## src/rtl/fb_port_arbiter_if.sv

```systemverilog
// rtl/fb_port_arbiter_if.sv - requester and RAM-side signal bundle for the frame-buffer port arbiter
interface fb_port_arbiter_if #(
  parameter int c_nb_img_pxls = 15,
  parameter int c_nb_buf      = 12
);
  logic                     disp_rd_en;
  logic [c_nb_img_pxls-1:0] disp_addr;
  logic [c_nb_buf-1:0]      disp_data;
  logic                     disp_valid;

  logic                     cam_we;
  logic [c_nb_img_pxls-1:0] cam_addr;
  logic [c_nb_buf-1:0]      cam_data;
  logic                     cam_full;
  logic                     cam_ovf;
  logic                     ovf_clr;

  logic                     proc_req;
  logic [c_nb_img_pxls-1:0] proc_addr;
  logic                     proc_gnt;
  logic [c_nb_buf-1:0]      proc_data;
  logic                     proc_valid;

  logic [c_nb_img_pxls-1:0] mem_addr;
  logic                     mem_we;
  logic [c_nb_buf-1:0]      mem_wdata;
  logic [c_nb_buf-1:0]      mem_rdata;

  modport slave (
    input  disp_rd_en, disp_addr, cam_we, cam_addr, cam_data, ovf_clr,
           proc_req, proc_addr, mem_rdata,
    output disp_data, disp_valid, cam_full, cam_ovf, proc_gnt, proc_data,
           proc_valid, mem_addr, mem_we, mem_wdata
  );

  modport master (
    output disp_rd_en, disp_addr, cam_we, cam_addr, cam_data, ovf_clr,
           proc_req, proc_addr, mem_rdata,
    input  disp_data, disp_valid, cam_full, cam_ovf, proc_gnt, proc_data,
           proc_valid, mem_addr, mem_we, mem_wdata
  );
endinterface

```

## src/rtl/fb_port_arbiter.sv

```systemverilog
// rtl/fb_port_arbiter.sv - single-port frame-buffer arbiter: display read, buffered camera writes, aged processing reads
module fb_port_arbiter #(
  parameter int c_nb_img_pxls  = 15,
  parameter int c_nb_buf       = 12,
  parameter int c_wfifo_depth  = 4,
  parameter int c_proc_maxwait = 8
) (
  input logic               clk,
  input logic               rst,
  fb_port_arbiter_if.slave  bus
);
  localparam int c_pw  = $clog2(c_wfifo_depth);
  localparam int c_wcw = (c_proc_maxwait < 1) ? 1 : $clog2(c_proc_maxwait + 1);
  localparam logic [c_pw:0]    c_full_cnt = c_wfifo_depth[c_pw:0];
  localparam logic [c_wcw-1:0] c_max_wait = c_proc_maxwait[c_wcw-1:0];

  typedef enum logic [1:0] {TAG_NONE, TAG_DISP, TAG_PROC} tag_t;
  typedef enum logic [1:0] {ACC_IDLE, ACC_DISP, ACC_PROC, ACC_WR} acc_t;

  logic [c_nb_img_pxls-1:0] fifo_addr_q [c_wfifo_depth];
  logic [c_nb_img_pxls-1:0] fifo_addr_d [c_wfifo_depth];
  logic [c_nb_buf-1:0]      fifo_data_q [c_wfifo_depth];
  logic [c_nb_buf-1:0]      fifo_data_d [c_wfifo_depth];
  logic [c_pw-1:0]          rd_ptr_q, rd_ptr_d, wr_ptr_q, wr_ptr_d;
  logic [c_pw:0]            count_q, count_d;
  logic [c_wcw-1:0]         wait_q, wait_d;
  logic                     ovf_q, ovf_d;
  tag_t                     tag1_q, tag1_d, tag2_q, tag2_d;
  logic [c_nb_buf-1:0]      disp_data_q, disp_data_d, proc_data_q, proc_data_d;
  logic [c_nb_img_pxls-1:0] mem_addr_q, mem_addr_d;
  logic [c_nb_buf-1:0]      mem_wdata_q, mem_wdata_d;

  acc_t acc;
  logic fifo_full, fifo_empty, aged, pop, push;

  // One access per cycle; the aged processing read only jumps the FIFO while
  // the FIFO can still absorb a camera pixel.
  always_comb begin
    fifo_full  = (count_q == c_full_cnt);
    fifo_empty = (count_q == '0);
    aged       = bus.proc_req && (wait_q >= c_max_wait) && !fifo_full;
    acc        = ACC_IDLE;
    if (!rst) begin
      if (bus.disp_rd_en)    acc = ACC_DISP;
      else if (aged)         acc = ACC_PROC;
      else if (!fifo_empty)  acc = ACC_WR;
      else if (bus.proc_req) acc = ACC_PROC;
    end
    pop  = (acc == ACC_WR);
    push = bus.cam_we && (!fifo_full || pop);
  end

  always_comb begin
    mem_addr_d  = mem_addr_q;
    mem_wdata_d = mem_wdata_q;
    bus.mem_we  = 1'b0;
    case (acc)
      ACC_DISP: mem_addr_d = bus.disp_addr;
      ACC_PROC: mem_addr_d = bus.proc_addr;
      ACC_WR: begin
        mem_addr_d  = fifo_addr_q[rd_ptr_q];
        mem_wdata_d = fifo_data_q[rd_ptr_q];
        bus.mem_we  = 1'b1;
      end
      default: ;
    endcase
    bus.mem_addr  = mem_addr_d;
    bus.mem_wdata = mem_wdata_d;
    bus.proc_gnt  = (acc == ACC_PROC);
  end

  always_comb begin
    fifo_addr_d = fifo_addr_q;
    fifo_data_d = fifo_data_q;
    wr_ptr_d    = wr_ptr_q;
    rd_ptr_d    = rd_ptr_q;
    if (push) begin
      fifo_addr_d[wr_ptr_q] = bus.cam_addr;
      fifo_data_d[wr_ptr_q] = bus.cam_data;
      wr_ptr_d              = wr_ptr_q + 1'b1;
    end
    if (pop) rd_ptr_d = rd_ptr_q + 1'b1;
    count_d = count_q + {{c_pw{1'b0}}, push} - {{c_pw{1'b0}}, pop};

    ovf_d = ovf_q;
    if (bus.ovf_clr)          ovf_d = 1'b0;
    if (bus.cam_we && !push)  ovf_d = 1'b1;

    wait_d = '0;
    if (bus.proc_req && (acc != ACC_PROC))
      wait_d = (wait_q == c_max_wait) ? wait_q : wait_q + 1'b1;

    // Tag follows the read through the RAM cycle and the output register.
    tag1_d = (acc == ACC_DISP) ? TAG_DISP : (acc == ACC_PROC) ? TAG_PROC : TAG_NONE;
    tag2_d = tag1_q;
    disp_data_d = (tag1_q == TAG_DISP) ? bus.mem_rdata : disp_data_q;
    proc_data_d = (tag1_q == TAG_PROC) ? bus.mem_rdata : proc_data_q;
  end

  always_ff @(posedge clk or posedge rst) begin
    if (rst) begin
      rd_ptr_q    <= '0;
      wr_ptr_q    <= '0;
      count_q     <= '0;
      wait_q      <= '0;
      ovf_q       <= 1'b0;
      tag1_q      <= TAG_NONE;
      tag2_q      <= TAG_NONE;
      disp_data_q <= '0;
      proc_data_q <= '0;
      mem_addr_q  <= '0;
      mem_wdata_q <= '0;
    end else begin
      rd_ptr_q    <= rd_ptr_d;
      wr_ptr_q    <= wr_ptr_d;
      count_q     <= count_d;
      wait_q      <= wait_d;
      ovf_q       <= ovf_d;
      tag1_q      <= tag1_d;
      tag2_q      <= tag2_d;
      disp_data_q <= disp_data_d;
      proc_data_q <= proc_data_d;
      mem_addr_q  <= mem_addr_d;
      mem_wdata_q <= mem_wdata_d;
    end
  end

  always_ff @(posedge clk) begin
    fifo_addr_q <= fifo_addr_d;
    fifo_data_q <= fifo_data_d;
  end

  assign bus.disp_data  = disp_data_q;
  assign bus.disp_valid = (tag2_q == TAG_DISP);
  assign bus.proc_data  = proc_data_q;
  assign bus.proc_valid = (tag2_q == TAG_PROC);
  assign bus.cam_full   = fifo_full;
  assign bus.cam_ovf    = ovf_q;
endmodule
```

## src/flat_wrapper.sv

```systemverilog
// flat-port wrapper written by rule: the top's interface ports become plain ports
module fb_port_arbiter_flat 
#(
  parameter int c_nb_img_pxls  = 15,
  parameter int c_nb_buf       = 12,
  parameter int c_wfifo_depth  = 4,
  parameter int c_proc_maxwait = 8
)
  (clk, rst, bus_disp_rd_en, bus_disp_addr, bus_cam_we, bus_cam_addr, bus_cam_data, bus_ovf_clr, bus_proc_req, bus_proc_addr, bus_mem_rdata, bus_disp_data, bus_disp_valid, bus_cam_full, bus_cam_ovf, bus_proc_gnt, bus_proc_data, bus_proc_valid, bus_mem_addr, bus_mem_we, bus_mem_wdata);
  fb_port_arbiter_if #(.c_nb_img_pxls(c_nb_img_pxls), .c_nb_buf(c_nb_buf)) bus_i ();
  input logic clk;
  input logic rst;
  input wire logic [$bits(bus_i.disp_rd_en)-1:0] bus_disp_rd_en;
  input wire logic [$bits(bus_i.disp_addr)-1:0] bus_disp_addr;
  input wire logic [$bits(bus_i.cam_we)-1:0] bus_cam_we;
  input wire logic [$bits(bus_i.cam_addr)-1:0] bus_cam_addr;
  input wire logic [$bits(bus_i.cam_data)-1:0] bus_cam_data;
  input wire logic [$bits(bus_i.ovf_clr)-1:0] bus_ovf_clr;
  input wire logic [$bits(bus_i.proc_req)-1:0] bus_proc_req;
  input wire logic [$bits(bus_i.proc_addr)-1:0] bus_proc_addr;
  input wire logic [$bits(bus_i.mem_rdata)-1:0] bus_mem_rdata;
  output wire logic [$bits(bus_i.disp_data)-1:0] bus_disp_data;
  output wire logic [$bits(bus_i.disp_valid)-1:0] bus_disp_valid;
  output wire logic [$bits(bus_i.cam_full)-1:0] bus_cam_full;
  output wire logic [$bits(bus_i.cam_ovf)-1:0] bus_cam_ovf;
  output wire logic [$bits(bus_i.proc_gnt)-1:0] bus_proc_gnt;
  output wire logic [$bits(bus_i.proc_data)-1:0] bus_proc_data;
  output wire logic [$bits(bus_i.proc_valid)-1:0] bus_proc_valid;
  output wire logic [$bits(bus_i.mem_addr)-1:0] bus_mem_addr;
  output wire logic [$bits(bus_i.mem_we)-1:0] bus_mem_we;
  output wire logic [$bits(bus_i.mem_wdata)-1:0] bus_mem_wdata;
  assign bus_i.disp_rd_en = bus_disp_rd_en;
  assign bus_i.disp_addr = bus_disp_addr;
  assign bus_i.cam_we = bus_cam_we;
  assign bus_i.cam_addr = bus_cam_addr;
  assign bus_i.cam_data = bus_cam_data;
  assign bus_i.ovf_clr = bus_ovf_clr;
  assign bus_i.proc_req = bus_proc_req;
  assign bus_i.proc_addr = bus_proc_addr;
  assign bus_i.mem_rdata = bus_mem_rdata;
  assign bus_disp_data = bus_i.disp_data;
  assign bus_disp_valid = bus_i.disp_valid;
  assign bus_cam_full = bus_i.cam_full;
  assign bus_cam_ovf = bus_i.cam_ovf;
  assign bus_proc_gnt = bus_i.proc_gnt;
  assign bus_proc_data = bus_i.proc_data;
  assign bus_proc_valid = bus_i.proc_valid;
  assign bus_mem_addr = bus_i.mem_addr;
  assign bus_mem_we = bus_i.mem_we;
  assign bus_mem_wdata = bus_i.mem_wdata;
  fb_port_arbiter #(.c_nb_img_pxls(c_nb_img_pxls), .c_nb_buf(c_nb_buf), .c_wfifo_depth(c_wfifo_depth), .c_proc_maxwait(c_proc_maxwait)) u_core (.clk(clk), .rst(rst), .bus(bus_i));
endmodule
```

## config.mk

```make
export PLATFORM = sky130hd
export DESIGN_NAME = fb_port_arbiter_flat
export DESIGN_NICKNAME = d
export VERILOG_FILES = /design/src/rtl/fb_port_arbiter_if.sv /design/src/rtl/fb_port_arbiter.sv /design/src/flat_wrapper.sv
export SDC_FILE = /design/constraint.sdc
export NUM_CORES = 1
export LEC_CHECK = 0
export ABC_AREA = 1
export CAP_MARGIN = 30
export CELL_PAD_IN_SITES_DETAIL_PLACEMENT = 1
export CELL_PAD_IN_SITES_GLOBAL_PLACEMENT = 2
export CORE_ASPECT_RATIO = 1.2
export CORE_MARGIN = 2
export CORE_UTILIZATION = 35
export DETAILED_ROUTE_END_ITERATION = 6
export GPL_TIMING_DRIVEN = 0
export PLACE_DENSITY_LB_ADDON = 0.1
export SETUP_SLACK_MARGIN = 0.1
export SYNTH_ARGS = -nofsm -noshare
export SYNTH_HDL_FRONTEND = slang
export SYNTH_SLANG_ARGS = --single-unit
```

## constraint.sdc

```tcl
create_clock -name clk -period 4.9 [get_ports clk]
set_clock_uncertainty 0.2 [all_clocks]
set_input_delay 0.735 -clock clk [delete_from_list [all_inputs] [get_ports clk]]
set_output_delay 0.735 -clock clk [all_outputs]
set_load 0.02 [all_outputs]
```

### Word level (Yosys, flattened, before mapping)

Cells that the tools add are included.

| storage, ports and cells | value |
|---|---|
| flip-flop bits (word level) | 175 |
| input port bits | 75 |
| logic and storage cells | 78 |
| output and inout port bits | 57 |

| operators by class | value |
|---|---|
| add/subtract/negate cells | 5 |
| eq/ne operators | 11 |
| reductions and logical operators | 11 |
| muxes and demuxes | 26 |
| $lt $le $gt $ge | 4 |
| bitwise gates (word level) | 2 |

Operators by type and width:

| operator | count |
|---|---|
| 60-bit bitwise mux | 1 |
| 48-bit bitwise mux | 1 |
| 12-bit two-way mux | 4 |
| 15-bit two-way mux | 3 |
| 15-bit case mux with 3 select lines | 1 |
| 15-bit binary-select mux with 2-bit select | 1 |
| 15-bit demux with 2-bit select | 1 |
| 12-bit binary-select mux with 2-bit select | 1 |
| 12-bit demux with 2-bit select | 1 |
| 2-bit two-way mux | 7 |
| 2-bit equality test, second input constant | 4 |
| 4-bit two-way mux | 2 |
| 2-bit by 1-bit equality test with 1-bit output, second input constant | 3 |
| 3-bit >= comparator, second input constant | 2 |
| 1-bit logical AND | 6 |
| 2-bit NOT with 3-bit output | 2 |
| 2-bit by 1-bit adder with 2-bit output, second input constant | 2 |
| 4-bit by 1-bit adder with 4-bit output, second input constant | 1 |
| 4-bit equality test, second input constant | 1 |
| 4-bit >= comparator, second input constant | 1 |
| 2-bit != test, second input constant | 2 |
| 3-bit by 1-bit adder with 3-bit output | 1 |
| 3-bit equality test, second input constant | 1 |
| 3-bit logical NOT | 1 |
| other kinds (6) | 9 |

### Longest topological paths before layout

Gate-level depths: netlist of run 1.

| logic depth | value |
|---|---|
| depth in word-level cells | 12 |
| mapped depth | 13 |
| gate-level depth less buffers | 12 |

### Worst setup path before layout of run 1

No wires, ideal clock.

| timing path | value |
|---|---|
| path kind | input to output |
| start point | input rst |
| end point | output bus_mem_addr[11] |
| arrival | 2.909 ns |
| slack | 1.056 ns |
| path buffers | 1 |
| data required time | 3.965 ns |
| stages on the path | 6 |
| cell sequence | inv_1 nand2_4 nor2_8 buf_6 nand2_1 nand3_2 |

| on the way | value |
|---|---|
| cells in the longest elaborated chain, start to end | 3 |
| elaborated cells between the ends (all ways) | 5 |
| classes of those cells | 3 x eq/ne; 2 x mux |

RTL lines:

| item | RTL line | RTL |
|---|---|---|
| start, declared | flat_wrapper.sv:12 | `input logic rst;` |
| 2-bit two-way mux (*) | fb_port_arbiter.sv:43 | `if (!rst) begin` |
| 2-bit equality test or 2-bit by 1-bit equality test with 1-bit output (tied branches) | fb_port_arbiter.sv:57 | `case (acc)` |
| 15-bit case mux with 3 select lines (*) | fb_port_arbiter.sv:57 |  |
| end, declared | flat_wrapper.sv:29 | `output wire logic [$bits(bus_i.mem_addr)-1:0] bus_mem_addr;` |

Every way passes the cells marked *; elsewhere a longest branch is shown, timed or not.

### Worst setup path in the final report of run 1

| timing path | value |
|---|---|
| start point | input rst |
| end point | output bus_mem_addr[3] |

The elaborated chain is that of the path after synthesis.

==> results of run 1 <==
-- critical path, delay by kind of cell --
kind	cells	cell delay, ns
buf+inv	5	1.84
simple gates	4	0.45
-- sequential cells by signal (all words and copies together), names as in the netlist --
name	cells
u_core.wr_ptr_q	2
u_core.wait_q	4
u_core.tag1_q	2
u_core.bus.proc_data	12
u_core.tag2_q	2
u_core.fifo_addr_q	60
u_core.rd_ptr_q	2
u_core.fifo_data_q	48
u_core.mem_wdata_q	12
u_core.bus.cam_ovf	1
u_core.bus.disp_data	12
u_core.mem_addr_q	15
u_core.count_q	3
-- power groups by stage --
stage               logic [mW]  registers (mW)  clock network, mW
global placement          2.22            2.18                  0
detailed placement        2.36            2.19                  0
floorplan                 1.20            2.28                  0
global route              2.56            2.20               1.51
CTS                       2.37            2.16               1.45
finish                    2.31            2.16               1.41
-- per-stage QoR --
| step | area (um2) | hold slack, ns | utilization (%) | power (mW) |
|---|---|---|---|---|
| after floorplan | 7440 | 0.154 | - | 3.48 |
| after global placement | 9090 | 0.162 | 43.5 | 4.40 |
| after detailed placement | 9230 | 0.175 | 44.2 | 4.55 |
| after CTS | 9850 | 0.191 | 47.1 | 5.99 |
| after global routing | 9850 | 0.214 | 47.1 | 6.27 |
| final | 9850 | 0.189 | 47.1 | 5.88 |
-- routing by layer --
metal | track usage [%] | up-vias | wire length (um)
met2 | 33.8 | 110 | 10400
met4 | 4.08 | 0 | 180
li1 | - | 2613 | -
met5 | 0 | - | 0
met1 | 21.7 | 2677 | 8280
met3 | 3.86 | 15 | 840
-- final cells by class --
type                    instances  area share (%)
well taps                     270            3.43
inverters                     112            4.32
clock inverters                13            1.74
multi-input cells             398            19.9
clock buffers                  19            4.50
plain buffers                  30            1.75
flip-flops and latches        175            50.0
repair buffers                136            14.4
-- how the worst min path moves through the flow --
stage / startpoint / to / slack [ns]
2_1_floorplan: u_core.tag1_q[0] / u_core.tag2_q[0] / 0.15
3_3_place_gp: u_core.tag1_q[0] / u_core.tag2_q[0] / 0.16
3_5_place_dp: u_core.tag1_q[0] / u_core.tag2_q[0] / 0.18
4_1_cts: u_core.tag1_q[0] / u_core.tag2_q[0] / 0.19
5_1_grt: u_core.tag1_q[0] / u_core.tag2_q[0] / 0.21
6_report: u_core.tag1_q[0] / u_core.tag2_q[0] / 0.19
-- synth_stat cells --
cell type,instances
nand2_1,185
edfxtp_1,108
inv_1,107
nand3_1,69
dfrtp_1,67
o21ai_0,49
nor2_1,39
buf_2,12
o22ai_1,12
clkbuf_1,10
nand3_2,9
ha_1,8
nand2_2,5
buf_4,4
buf_6,4
nand2_4,4
inv_2,3
xnor2_1,3
xor2_1,3
nor2_2,2
nor3_1,2
o21ai_1,2
a21oi_1,1
clkinv_1,1
fa_1,1
inv_4,1
nor2_4,1
nor2_8,1
o21ai_2,1
or2_2,1
-- kinds of logic (layout without fill, tap and decap cells) --
family	count (synthesis)	in the layout
XOR/XNOR	6	6
AO/OA/AOI/OAI	65	65
buffers and inverters	142	310
adder cells (fa/ha/maj)	9	9
AND/OR/NAND/NOR	318	318
flip-flops	175	175
==> metrics.md, run 1 <==
| Metric | Value |
|---|---|
| Status | `finished clean` |
| Comb power frac | `39.3%` |
| Mux share of post-synthesis cell area | `0%` |
| Compound-Gate Fraction of Synth Area | `4.62%` |
| VDD IR max | `0.285 mV` |
| Crit path largest cell delay | `0.63 ns` |
| Fillers | `2305` |
| Post-synth top area cell | `edfxtp_1` |
| WHS Path Cells | `0` |
| Final min period | `3.98 ns` |
| Final setup viols | `0` |
| Cell count after placement | `1121` |
| #FFs+latches synth | `175` |
| N_diodes | `0` |
| CTS tree | `built` |
| NetSw | `2.15 mW` |
| Via/cell ratio | `4.70` |
| Cell Pwr Density | `597 nW/um2` |
| Synth Area in Simple Gates | `19.0%` |
| Total GRT Usage | `18.3%` |
| Final antenna-violating net count | `0` |
| Synth Area in XOR/XNOR | `0.706%` |
| Slew @ Worst Pin | `0.635 ns` |
| RR Startpoint | `u_core.count_q[1]` |
| H-tree levels | `4` |
| WL/cell | `17.1 um` |
| GPL Wtd Cong | `0.783` |
| DRC viols | `0` |
| Layout area overhead | `32.3%` |
| Worst-path clk slew | `0.06 ns` |
| First-pass GRT wire length | `31.2 mm` |
| Internal | `3.73 mW` |
| CTS Sinks | `175` |
| IO Port Bufs | `131` |
| Die ar. | `22500 um2` |
| Area occupied by multi-input gates | `1960 um2` |
| End of the worst register-to-register path | `u_core.count_q[2]` |
| RSZ-0062 raised after global routing | `no` |
| DRT Pass-1 Iters | `4` |
| Max-cap violation count | `0` |
| Mapped Cells | `715` |
| Final count of pins violating max slew | `0` |
| Commonest non-fill, non-tap cell in the layout | `nand2_1` |
| Nets | `954` |
| Core region area | `20900 um2` |
| Fraction of layout cells with a size suffix above 1 | `10.1%` |
| Synth top area share | `43.6%` |
| Sw frac | `36.6%` |
| Critical Path Most Common Cell | `clkdlybuf4s50_1` |
| Critical Path, Cell by Cell | `clkdlybuf4s50_1, inv_4, buf_16, nand2_4, nor2_8, buf_6, nand2_1, nand3_2, clkdlybuf4s50_1` |
| CP Class | `primary input to output pin` |
| # IOs | `132` |
| Max clock buf depth | `2` |
| Initial core utilization | `35.6%` |
| Crit path max fanout | `45` |
| Cts repair resizes | `0` |
| Clk root buf | `clkbuf_16` |
| Syn Nets | `799` |
| Chip Height | `164 um` |
| Setup_tns | `0 ns` |
| Synthesis warning total | `0` |
| Worst Setup End Kind | `output pin` |
| First DRT Iteration DRCs | `170` |
| Worst Setup EP | `bus_mem_addr[3]` |
| Clock latency on the worst-skew pair | `0.42 ns` |
| Worst path slowest cell | `clkdlybuf4s50_1` |
| Crit path launch type | `primary input` |
| Final Non-Filler Cells | `1153` |
| Cell area after synthesis | `7440 um2` |
| Seq pwr share | `36.7%` |
| FF/Latch Area | `4920 um2` |
| Critical path arrival | `3.05 ns` |
| Max-slew headroom | `57.6%` |
| Post-Synth Adder-Cell Area | `1.61%` |
| Fmax achieved | `251 MHz` |
| Place WS | `0.851 ns` |
| Crit path required time | `3.96 ns` |
| Worst r2r path cells | `13` |
| Sequential area share after synthesis | `66.1%` |
| R2r setup slk | `2.25 ns` |
| Commonest cells after routing, fill and taps aside | `nand2_1, clkdlybuf4s50_1, edfxtp_1` |
| Drt total wl | `19.7 mm` |
| Period utilization | `81.3%` |
| Hold buffers post-CTS | `0` |
| Synthesized area per cell | `10.4 um2` |
| Hpwl dp | `14.1 mm` |
| Vias in the first global route | `5903` |
| Critical Path Start | `rst` |
| Fin. Hold Viols | `0` |
| Largest net degree at the start of global routing | `46` |
| Static Leakage | `4.28 nW` |
| Area contributors post-synth | `edfxtp_1, dfrtp_1, nand2_1` |
| Vias | `5415` |
| GRT Residual Overflow | `0` |
| Post-CTS Setup Repair Bufs | `0` |
| Num CTS Buffers | `17` |
| Tightest Hold Check Type | `register to register` |
| Largest family of logic cells by synthesized area | `simple AND/OR/NAND/NOR gates` |
| Row Count | `58` |
| Die Span X | `137 um` |
| Clock Power Share | `24.0%` |
| Final worst slack | `0.916 ns` |
| Distinct cells, synth | `30` |
| Initial antenna violation count | `0` |
Note: power is estimated with default switching activity, not from simulation.
==> run 2: changes to the inputs <==
CORE_UTILIZATION = 33   (was 35)
clock period = 3.7 ns   (was 4.9 ns; I/O delays follow)
==> run 2 against run 1 <==
Against the previous run:
- non-clock buffer count rose by 1
- die area rose by 5.9%
- final cell count rose by 0.87%
- critical path depth did not move
- sequential cell count did not move
- largest cell class unchanged
- register-to-register slack got worse by 1.2 ns
- power rose by 32%
- highest routed layer unchanged
- critical endpoint unchanged
- sequential power rose by 32%
- core utilization fell by 2.9 points
- first-iteration DRC count rose by 35%
- setup slack got worse by 0.64 ns
==> metrics.md, run 2 (synthesized netlist as in run 1, its figures left out) <==
| Metric | Value |
|---|---|
| Commonest non-fill, non-tap cell in the layout | `nand2_1` |
| Worst-path clk slew | `0.07 ns` |
| RR Startpoint | `u_core.count_q[1]` |
| Critical path arrival | `2.67 ns` |
| Chip Height | `169 um` |
| Die ar. | `23800 um2` |
| Crit path max fanout | `30` |
| Crit path launch type | `primary input` |
| Crit path required time | `2.94 ns` |
| Die Span X | `141 um` |
| Min-delay src | `u_core.tag1_q[0]` |
| Post-CTS Setup Repair Bufs | `0` |
| Cell count after placement | `1130` |
| Final setup viols | `0` |
| Num CTS Buffers | `17` |
| Nets | `955` |
| Slew @ Worst Pin | `0.615 ns` |
| CTS tree | `built` |
| Vias | `5413` |
| WHS Path Cells | `0` |
| Period utilization | `92.5%` |
| Clk root buf | `clkbuf_16` |
| GRT Residual Overflow | `0` |
| Max clock buf depth | `2` |
| Largest net degree at the start of global routing | `60` |
| CP Class | `primary input to output pin` |
| RSZ-0062 raised after global routing | `no` |
| Commonest cells after routing, fill and taps aside | `nand2_1, clkdlybuf4s50_1, edfxtp_1` |
| Vias in the first global route | `5985` |
| Utilization after layout | `44.2%` |
| Fillers | `2488` |
| IO Port Bufs | `131` |
| Fin. Hold Viols | `0` |
| Cts repair resizes | `0` |
| DRC viols | `0` |
| Min-Delay Endpoint | `u_core.tag2_q[0]` |
| Cell Pwr Density | `786 nW/um2` |
| Initial core utilization | `33.4%` |
| N_diodes | `0` |
| Critical Path, Cell by Cell | `clkdlybuf4s50_1, inv_4, buf_16, nand2_4, nor2_8, buf_6, nand2_1, nand3_2, clkdlybuf4s50_1` |
| Final Non-Filler Cells | `1163` |
| Max-cap violation count | `0` |
| Critical Path Most Common Cell | `clkdlybuf4s50_1` |
| Final min period | `3.42 ns` |
| Row Count | `60` |
| First-pass GRT wire length | `31.6 mm` |
| Fmax achieved | `292 MHz` |
| Worst r2r path cells | `13` |
| Fin Hold WS | `0.184 ns` |
| Critical Path Start | `rst` |
| Largest register by flop count | `u_core.fifo_addr_q` |
| R2r setup slk | `1.05 ns` |
| Drt total wl | `20.1 mm` |
| Crit path largest cell delay | `0.63 ns` |
| Worst Setup End Kind | `output pin` |
| # IOs | `132` |
| First DRT Iteration DRCs | `230` |
| Core region area | `22300 um2` |
| Worst path top cell family by delay | `buffers and inverters` |
| WL/cell | `17.3 um` |
| Clock latency on the worst-skew pair | `0.42 ns` |
| Layout area overhead | `32.4%` |
| Final count of pins violating max slew | `0` |
| Hold buffers post-CTS | `0` |
| Final antenna-violating net count | `0` |
| Hpwl dp | `14.4 mm` |
| Worst path slowest cell | `clkdlybuf4s50_1` |
| End of the worst register-to-register path | `u_core.count_q[2]` |
| Setup_tns | `0 ns` |
| Biggest regs | `u_core.fifo_addr_q x60, u_core.fifo_data_q x48, u_core.mem_addr_q x15` |
| Tightest Hold Check Type | `register to register` |
| Fraction of layout cells with a size suffix above 1 | `10.1%` |
| Status | `finished clean` |
| Static Leakage | `4.27 nW` |
| Initial antenna violation count | `0` |
| CP Buf/Inv Count | `5` |
| H-tree levels | `4` |
| Pwr Total | `7.74 mW` |
| DRT Pass-1 Iters | `6` |
| Max-slew headroom | `59.0%` |
| Total GRT Usage | `17.2%` |
| CTS Sinks | `175` |
| VDD IR max | `0.374 mV` |
| Number of flip-flops in the largest register | `60` |
| Via/cell ratio | `4.65` |
| GPL Wtd Cong | `0.762` |
run 2: changes by cell type in the layout (fill, tap and decap cells not counted), sizes merged:
cell      delta
bufinv       -1
clkinv       +1
clkinvlp     +1
run 2: final cells by class:
class                   count  area (um2)  area share [%]
inverters                 112         425            4.32
well taps                 279         349            3.54
clock buffers              18         429            4.36
clock inverters            14         154            1.56
plain buffers              30         173            1.75
flip-flops and latches    175        4920            49.9
repair buffers            137        1440            14.7
multi-input cells         398        1960            19.9
run 2: worst max path at each step:
stage	endpoint	slack (ns)	depth (start not counted)
detailed placement	bus_mem_addr[3]	0.10	9
CTS	bus_mem_addr[3]	0.10	9
global route	bus_mem_addr[3]	0.12	9
floorplan	bus_mem_addr[11]	0.22	6
finish	bus_mem_addr[3]	0.28	9
global placement	bus_mem_addr[3]	-1.79	8
run 2: stage by stage:
stage / worst slack (ns) / area, um2
after floorplan: 0.216 / 7440
after global placement: -1.79 / 9100
after detailed placement: 0.100 / 9250
after CTS: 0.101 / 9830
after global routing: 0.125 / 9850
final: 0.277 / 9850
run 2: where the power goes:
| part | internal [mW] | switching, mW |
|---|---|---|
| Sequential | 2.66 | 0.209 |
| Clock | 1.01 | 0.791 |
| Combinational | 1.19 | 1.89 |
| Total | 4.85 | 2.89 |
run 2: worst register-to-register path, stage by stage (launching register included):
cell     delay, ns
dfrtp_1       0.46
nor2_2        0.15
nand2_1       0.08
nand2_2       0.14
inv_4         0.10
nand2_4       0.12
inv_2         0.09
buf_6         0.16
ha_1          0.29
inv_1         0.06
ha_1          0.13
inv_1         0.05
fa_1          0.38
xnor2_1       0.14
run 2: metal layers:
layer / part of all wire, % / vias up / GRT usage (%)
met2: 53 / 114 / 32.1
met1: 43 / 2672 / 20.5
li1: - / 2612 / -
met3: 3.2 / 15 / 3.03
met4: 0.82 / 0 / 3.91
met5: 0 / - / 0
==> run 3: changes to the inputs <==
CORE_UTILIZATION = 35   (was 33)
PLACE_DENSITY_LB_ADDON = 0.25   (was 0.1)
clock period = 4.4 ns   (was 3.7 ns; I/O delays follow)
==> run 3 against run 2 <==
Against the previous run:
- hold slack barely moved
- largest cell class unchanged
- cell area decreased by 0.20%
- setup slack better by 0.31 ns
==> metrics.md, run 3 (synthesized netlist as in run 1, its figures left out) <==
| Metric | Value |
|---|---|
| Tightest Hold Check Type | `register to register` |
| CTS tree | `built` |
| Status | `finished clean` |
| Final min period | `3.82 ns` |
| GRT Residual Overflow | `0` |
| Fmax achieved | `262 MHz` |
| Fin area | `9830 um2` |
| Final Non-Filler Cells | `1153` |
| Layout area overhead | `32.1%` |
| Nets | `954` |
| Num CTS Buffers | `17` |
| Max-slew headroom | `61.1%` |
| Clk root buf | `clkbuf_16` |
| Drt total wl | `20.0 mm` |
| Row Count | `58` |
| Hold buffers post-CTS | `0` |
| Crit path launch type | `primary input` |
| RSZ-0062 raised after global routing | `no` |
| Vias | `5450` |
| Commonest non-fill, non-tap cell in the layout | `nand2_1` |
| Worst path top cell family by delay | `buffers and inverters` |
| CP Class | `primary input to output pin` |
| Worst-path clk slew | `0.08 ns` |
| CP Buf/Inv Count | `5` |
| Hpwl dp | `14.4 mm` |
| Critical Path Most Common Cell | `clkdlybuf4s50_1` |
| Period utilization | `86.7%` |
| DRT Pass-1 Iters | `4` |
| Final setup viols | `0` |
| DRC viols | `0` |
| Crit path required time | `3.54 ns` |
| Worst path slowest cell | `clkdlybuf4s50_1` |
| Final worst slack | `0.585 ns` |
| Commonest cells after routing, fill and taps aside | `nand2_1, clkdlybuf4s50_1, edfxtp_1` |
| Total GRT Usage | `18.7%` |
| Cts repair resizes | `0` |
| Largest net degree at the start of global routing | `56` |
| H-tree levels | `4` |
| Fin. Hold Viols | `0` |
| Critical path arrival | `2.96 ns` |
| Clock latency on the worst-skew pair | `0.43 ns` |
| Vias in the first global route | `6174` |
| Worst Setup End Kind | `output pin` |
| GPL Wtd Cong | `0.791` |
| WL/cell | `17.4 um` |
| Cell count after placement | `1121` |
| Chip Height | `164 um` |
| IO Port Bufs | `131` |
| Final antenna-violating net count | `0` |
| Core region area | `20900 um2` |
| # IOs | `132` |
| First-pass GRT wire length | `31.7 mm` |
| CTS Sinks | `175` |
| Post-CTS Setup Repair Bufs | `0` |
| Fin Hold WS | `0.184 ns` |
| Die Span X | `137 um` |
| Max-cap violation count | `0` |
| Crit path largest cell delay | `0.63 ns` |
| Biggest regs | `u_core.fifo_addr_q x60, u_core.fifo_data_q x48, u_core.mem_addr_q x15` |
| VDD IR max | `0.381 mV` |
| Initial core utilization | `35.6%` |
| Die ar. | `22500 um2` |
| DP Area | `9230 um2` |
| N_diodes | `0` |
| Number of flip-flops in the largest register | `60` |
| Fillers | `2332` |
| Critical Path, Cell by Cell | `clkdlybuf4s50_1, inv_4, buf_16, nand2_4, nor2_8, buf_6, nand2_1, nand3_2, clkdlybuf4s50_1` |
| Max clock buf depth | `2` |
| Final count of pins violating max slew | `0` |
| Initial antenna violation count | `0` |
| Slew @ Worst Pin | `0.583 ns` |
| Cell Pwr Density | `661 nW/um2` |
| Static Leakage | `4.26 nW` |
| Via/cell ratio | `4.73` |
| Largest register by flop count | `u_core.fifo_addr_q` |
| Fraction of layout cells with a size suffix above 1 | `10.1%` |
| Crit path max fanout | `55` |
| Place WS | `0.543 ns` |
| First DRT Iteration DRCs | `196` |
==> run 3: through the flow <==
step | setup TNS (ns) | power, mW | utilization [%]
after floorplan | 0 | 3.88 | -
after global placement | -30.57 | 4.89 | 43.5
after detailed placement | 0 | 5.07 | 44.2
after CTS | 0 | 6.58 | 47.0
after global routing | 0 | 6.91 | 47.0
final | 0 | 6.49 | 47.0
==> run 3: worst reg2reg max path, stage by stage, from the launching register on <==
cell and delay, ns:
dfrtp_1 0.45, nor2_2 0.15, nand2_1 0.08, nand2_2 0.13
inv_4 0.10, nand2_4 0.12, inv_2 0.08, buf_6 0.16
ha_1 0.29, inv_1 0.05, ha_1 0.14, inv_1 0.05
fa_1 0.37, xnor2_1 0.14
==> run 3: area by class of cell <==
cell class                      count  area (um2)  share of cell area [%]
Tap cell                          270         338                    3.44
Inverter                          112         425                    4.33
Multi-Input combinational cell    398        1960                    19.9
Buffer                             30         173                    1.76
Clock buffer                       18         429                    4.36
Sequential cell                   175        4920                    50.0
Clock inverter                     14         170                    1.73
Timing Repair Buffer              136        1420                    14.4
==> run 3: path summary, 6_finish.rpt <==
| kind | from | to | slack [ns] | cells past startpoint |
|---|---|---|---|---|
| min in group asynchronous | rst | u_core.bus.cam_ovf | 0.33 | 2 |
| max in group asynchronous | rst | u_core.bus.disp_data[8] | 3.11 | 3 |
| worst max register to register | u_core.count_q[1] | u_core.count_q[2] | 1.78 | 13 |
| worst min-delay path | u_core.tag1_q[0] | u_core.tag2_q[0] | 0.18 | 0 |
| worst max-delay path | rst | bus_mem_addr[3] | 0.58 | 9 |
| worst min register to register | u_core.tag1_q[0] | u_core.tag2_q[0] | 0.18 | 0 |
==> run 3: where the power goes <==
group	switching (mW)	internal, mW
logic	1.60	0.997
clock network	0.727	0.767
registers	0.173	2.23
total	2.50	4.00
==> run 3: routing by layer <==
| metal | GRT usage, % | up-vias | share of wire, % |
|---|---|---|---|
| li1 | - | 2616 | - |
| met1 | 21.5 | 2684 | 40 |
| met2 | 35.0 | 135 | 54 |
| met3 | 3.52 | 15 | 4.3 |
| met4 | 5.39 | 0 | 1.1 |
| met5 | 0 | - | 0 |
